## src/rtl/fetch_redirect.sv

```systemverilog
// fetch_redirect: fetch-stage PC generator with execute-stage redirect.
//   Holds the fetch PC and advances it by 4, or to a predicted target when the
//   optional BTB predicts taken. A jump, or a branch whose outcome disagrees
//   with its prediction, redirects fetch to the correct path, flushes the
//   younger F/D instructions and bumps a wrapping redirect counter.
//   Optional feature macro: FETCH_BTB_EN (BTB with 2-bit counters).
//   Without it, prediction is static not-taken.
// Ports:
//   clock, reset            clock and synchronous active-high reset
//   stall                   hold the fetch PC
//   e_is_branch, e_is_jump  execute-stage instruction class
//   e_br_taken              resolved branch outcome
//   e_pred_taken            prediction made when the instruction was fetched
//   e_pc, e_target          execute-stage PC and computed target
//   f_pc                    current fetch address (registered)
//   f_pred_taken            prediction for f_pc (combinational)
//   flush                   kill F/D this cycle (combinational)
//   redirect_count          redirects since reset (registered, wraps)
module fetch_redirect #(
  parameter logic [31:0] RESET_PC    = 32'h01000000,
  parameter int unsigned BTB_ENTRIES = 16
) (
  input  logic        clock,
  input  logic        reset,
  input  logic        stall,
  input  logic        e_is_branch,
  input  logic        e_is_jump,
  input  logic        e_br_taken,
  input  logic        e_pred_taken,
  input  logic [31:0] e_pc,
  input  logic [31:0] e_target,
  output logic [31:0] f_pc,
  output logic        f_pred_taken,
  output logic        flush,
  output logic [15:0] redirect_count
);

  localparam int unsigned XLEN  = 32;
  localparam int unsigned CNT_W = 16;

  logic [XLEN-1:0]  f_pc_q, f_pc_d;
  logic [CNT_W-1:0] cnt_q, cnt_d;
  logic             redirect_c;
  logic [XLEN-1:0]  redirect_pc_c;
  logic             pred_c;
  logic [XLEN-1:0]  pred_target_c;

  // Resolution: jumps always redirect, branches only when mispredicted.
  always_comb begin
    redirect_c    = e_is_jump | (e_is_branch & (e_br_taken != e_pred_taken));
    redirect_pc_c = (e_is_jump | e_br_taken) ? e_target : e_pc + XLEN'(4);
  end

`ifdef FETCH_BTB_EN
  localparam int unsigned IDX   = $clog2(BTB_ENTRIES);
  localparam int unsigned TAG_W = XLEN - IDX - 2;

  typedef struct packed {
    logic             valid;
    logic [TAG_W-1:0] tag;
    logic [XLEN-1:0]  target;
    logic [1:0]       ctr;
  } btb_entry_t;

  btb_entry_t     btb_q [BTB_ENTRIES];
  logic [IDX-1:0] rd_idx_c, wr_idx_c;
  btb_entry_t     rd_entry_c, upd_old_c, wr_entry_c;
  logic           upd_hit_c, wr_en_c;

  // Lookup on the fetch PC; reads the registered array so a same-cycle
  // update to the same entry is only seen next cycle.
  always_comb begin
    rd_idx_c      = f_pc_q[IDX+1:2];
    rd_entry_c    = btb_q[rd_idx_c];
    pred_c        = rd_entry_c.valid & (rd_entry_c.tag == f_pc_q[XLEN-1:IDX+2])
                    & rd_entry_c.ctr[1];
    pred_target_c = rd_entry_c.target;
  end

  // Training from resolved conditional branches only.
  always_comb begin
    wr_idx_c   = e_pc[IDX+1:2];
    upd_old_c  = btb_q[wr_idx_c];
    upd_hit_c  = upd_old_c.valid & (upd_old_c.tag == e_pc[XLEN-1:IDX+2]);
    wr_en_c    = 1'b0;
    wr_entry_c = upd_old_c;
    if (e_is_branch) begin
      if (upd_hit_c) begin
        wr_en_c = 1'b1;
        if (e_br_taken) begin
          if (upd_old_c.ctr != 2'b11) wr_entry_c.ctr = upd_old_c.ctr + 2'd1;
          wr_entry_c.target = e_target;
        end else if (upd_old_c.ctr != 2'b00) begin
          wr_entry_c.ctr = upd_old_c.ctr - 2'd1;
        end
      end else if (e_br_taken) begin
        wr_en_c           = 1'b1;
        wr_entry_c.valid  = 1'b1;
        wr_entry_c.tag    = e_pc[XLEN-1:IDX+2];
        wr_entry_c.target = e_target;
        wr_entry_c.ctr    = 2'b10;
      end
    end
  end

  always_ff @(posedge clock) begin
    if (reset) begin
      for (int i = 0; i < int'(BTB_ENTRIES); i++) btb_q[i] <= '0;
    end else if (wr_en_c) begin
      btb_q[wr_idx_c] <= wr_entry_c;
    end
  end
`else
  // Static not-taken: no storage, BTB_ENTRIES has no effect.
  logic unused_cfg;
  assign unused_cfg = ^BTB_ENTRIES;

  always_comb begin
    pred_c        = 1'b0;
    pred_target_c = '0;
  end
`endif

  // Next fetch PC: redirect beats stall, stall beats prediction.
  always_comb begin
    f_pc_d = f_pc_q + XLEN'(4);
    cnt_d  = cnt_q;
    if (redirect_c) begin
      f_pc_d = redirect_pc_c;
      cnt_d  = cnt_q + CNT_W'(1);
    end else if (stall) begin
      f_pc_d = f_pc_q;
    end else if (pred_c) begin
      f_pc_d = pred_target_c;
    end
  end

  always_ff @(posedge clock) begin
    if (reset) begin
      f_pc_q <= RESET_PC;
      cnt_q  <= '0;
    end else begin
      f_pc_q <= f_pc_d;
      cnt_q  <= cnt_d;
    end
  end

  assign f_pc           = f_pc_q;
  assign f_pred_taken   = pred_c;
  assign flush          = redirect_c;
  assign redirect_count = cnt_q;

endmodule
```

## config.mk

```make
export PLATFORM = sky130hd
export DESIGN_NAME = fetch_redirect
export DESIGN_NICKNAME = d
export VERILOG_FILES = /design/src/rtl/fetch_redirect.sv
export SDC_FILE = /design/constraint.sdc
export NUM_CORES = 1
export LEC_CHECK = 0
export CAP_MARGIN = 0
export CELL_PAD_IN_SITES_DETAIL_PLACEMENT = 1
export CELL_PAD_IN_SITES_GLOBAL_PLACEMENT = 1
export CORE_MARGIN = 2
export CORE_UTILIZATION = 35
export CTS_CLUSTER_DIAMETER = 30
export DETAILED_ROUTE_END_ITERATION = 12
export PLACE_DENSITY = 0.95
export SYNTH_ARGS = -nofsm -noshare
export SYNTH_HDL_FRONTEND = slang
export SYNTH_SLANG_ARGS = --single-unit
```

## constraint.sdc

```tcl
create_clock -name clock -period 3.4 [get_ports clock]
set_input_delay 0.34 -clock clock [delete_from_list [all_inputs] [get_ports clock]]
set_output_delay 0.34 -clock clock [all_outputs]
set_load 0.01 [all_outputs]
```

==> flow_summary.json <==
{
  "synth_flop_cell": "dfxtp_1",
  "syn_nets": 525,
  "fin_worst_skew_ns": 0.00790,
  "grt_setup_unrepaired": "no",
  "ys_types": 62,
  "worstPathArrival_ns": 2.80,
  "min_path_type": "reg2reg",
  "worstSetupStartpointType": "primary input",
  "yosys.area.top_type": "dfxtp_1",
  "postCtsSetupRepairBufs": 0,
  "ys_seq_area_share_pct": 27.8,
  "setup_violations": 0,
  "path_buf_inv": 1,
  "cp.required_ns": 3.60,
  "fill_cells": 1194,
  "area_growth_pct": 40.9,
  "r2r_setup_slack_ns": 0.98,
  "start_util_pct": 35.7,
  "clkPwrFrac_pct": 26.3,
  "max-cap-violations": 0,
  "cts_root_buf": "clkbuf_8",
  "setup_ws_ns": 0.802,
  "crit_fanout": 4,
  "slowest_stage": "or4_1",
  "combPwrFrac_pct": 28.1,
  "wire_per_inst_um": 19.4,
  "drc": 0,
  "cp_top_family": "simple AND/OR/NAND/NOR gates",
  "synth-compound-area-share_pct": 16.9,
  "numCtsBuffers": 5,
  "synth.top_cell.area_share_pct": 27.8,
  "cts_hold_buffers": 0,
  "power.switching_mw": 0.455,
  "status": "complete, no violations",
  "synth_fa_ha_area_share_pct": 1.09,
  "slew_headroom_pct": 47.5,
  "overflow": 0,
  "max_freq_ghz": 0.385,
  "worstMarginPinSlew_ns": 0.788,
  "tns_ns": 0,
  "finalWorstPathRequiredPeriod_ns": 2.60,
  "final_cells": 695,
  "port_buffers": 119,
  "end_kind": "flop",
  "grt_pass1_vias": 3985,
  "p_int_mw": 0.976,
  "muxShareOfSynthArea_pct": 0.579,
  "track_usage_pct": 24.8,
  "synth_xor_area_share_pct": 12.9,
  "boundaryPins": 121,
  "place_area_um2": 4770,
  "num_rows": 36,
  "vias": 4040,
  "nets": 635,
  "mostFrequentLayoutCell": "clkdlybuf4s50_1",
  "antenna_found_initial": 0,
  "ant_nets": 0,
  "routed_wl_um": 13500,
  "finalPower_mw": 1.43,
  "dp_hpwl_um": 10700,
  "ys_ff_latch": 48,
  "ys_top_cells_by_area": "dfxtp_1 28%, xnor2_1 7.3%, xor2_1 5.6%",
  "core_um2": 9680,
  "grt_pass1_wl_um": 20800,
  "die_w_um": 103,
  "whs_ns": 0.498,
  "synth-simple-area-share_pct": 36.1,
  "fp.dieH_um": 103,
  "firstDrtPassIters": 4,
  "ctsResizeCount": 0,
  "power.density_nw_per_um2": 294,
  "slowest_delay_ns": 0.59,
  "synth_edf_count": 0,
  "crit_chain": "clkdlybuf4s50_1 > ha_1 > nand4_1 > or4_1 > or3_1 > mux2i_1 > a2111oi_1",
  "switching_share_pct": 31.8,
  "ir_drop_mv": 0.144,
  "leakagePower_nw": 1.58,
  "final_core_util_pct": 50.3,
  "grt_max_degree": 28,
  "dieArea_um2": 10700,
  "design_area_um2": 4870,
  "diodes": 0,
  "cts_htree_levels": 2,
  "clkSinkCount": 48,
  "most-common-layout-cells": "119 x clkdlybuf4s50_1, 51 x nand2_1, 48 x nor2_1, 48 x dfxtp_1, 29 x xnor2_1",
  "drv_slew": 0,
  "synth_warnings": 0,
  "clk_pin_slew_worst_paths_ns": 0.09,
  "multi_input_comb_area_um2": 2340,
  "dp_cells": 687,
  "syn_inst": 451,
  "async_flop_share_pct": 0,
  "pre_cts_ws_ns": 0.470,
  "cts_tree": "yes",
  "synth.cell_area_um2": 3460,
  "synth_top_family_by_area": "simple AND/OR/NAND/NOR gates",
  "clock_latency_ns": 0.31,
  "path_class": "in2reg",
  "cts_buffer_depth": 2,
  "post-route-period-util_pct": 76.4,
  "gp_congestion": 0.963,
  "drt_iter0_drc": 252,
  "avgSynthCellArea_um2": 7.66,
  "power_frac_seq_pct": 45.6,
  "via_per_inst": 5.81,
  "layout-drive-gt1-share_pct": 5.16,
  "final-seq-area_um2": 961,
  "final_hold_viol_count": 0
}
synth_stat cells, types with 9 or more instances:
library cell  instances
nor4_1               13
and4_1                9
clkbuf_1             15
dfxtp_1              48
xnor2_1              29
nor3_1               19
o21ai_0              11
nand3_1              21
inv_1                11
a21oi_1              10
xor2_1               22
nand4_1              21
nand2_1              51
nor2_1               48
or4_1                 9
a211oi_1             11
power by group through the flow:
stage | Clock, mW | Sequential [mW] | Combinational (mW)
5_1_grt | 0.398 | 0.659 | 0.431
3_5_place_dp | 0 | 0.664 | 0.398
6_report | 0.377 | 0.653 | 0.402
4_1_cts | 0.380 | 0.652 | 0.401
2_1_floorplan | 0 | 0.668 | 0.153
3_3_place_gp | 0 | 0.662 | 0.389
routing by layer:
layer	wire length [um]	global-route usage, %	vias up	share of wire, %
met3	869	3.02	29	6.4
met4	263	8.10	0	2.0
li1	-	-	1892	-
met5	0	0	-	0
met1	5670	32.2	1952	42
met2	6680	42.8	167	50
area by class of cell:
type                       count  area share, %
inverter                      12          0.925
sequential                    48           19.7
clock buffer                   6           1.70
timing repair buffer         128           25.8
clock inverter                 2          0.308
tap                          133           3.42
multi-input combinational    366           48.1
worst reg2reg max path: stages, from the launching register on:
cell and delay, ns:
dfxtp_1 0.43, ha_1 0.30, and3b_1 0.27, nand4_1 0.39
nor4_1 0.44, xnor2_1 0.12, a2111oi_1 0.38
kinds of logic (layout without fill, tap and decap cells):
logic type	count (synthesis)	after routing
XOR/XNOR	51	51
AND/OR/NAND/NOR	230	230
flip-flops	48	48
AO/OA/AOI/OAI	79	79
buffers and inverters	37	148
multiplexers	2	2
adder cells (fa/ha/maj)	3	3
other	1	1
state kept, by name, summed over array words and instances (netlist names):
signal          count
f_pc               32
redirect_count     16
final timing paths:
kind	startpoint	to	depth (start not counted)
worst max-delay path	e_pc[2]	f_pc[30]$_SDFFE_PP0P_	7
worst min-delay path	redirect_count[15]$_SDFFE_PP0N_	redirect_count[15]$_SDFFE_PP0N_	2
worst max register to register	f_pc[2]$_SDFFE_PP0P_	f_pc[30]$_SDFFE_PP0P_	6
worst min register to register	redirect_count[15]$_SDFFE_PP0N_	redirect_count[15]$_SDFFE_PP0N_	2
Power figures use the tool's default switching activity.
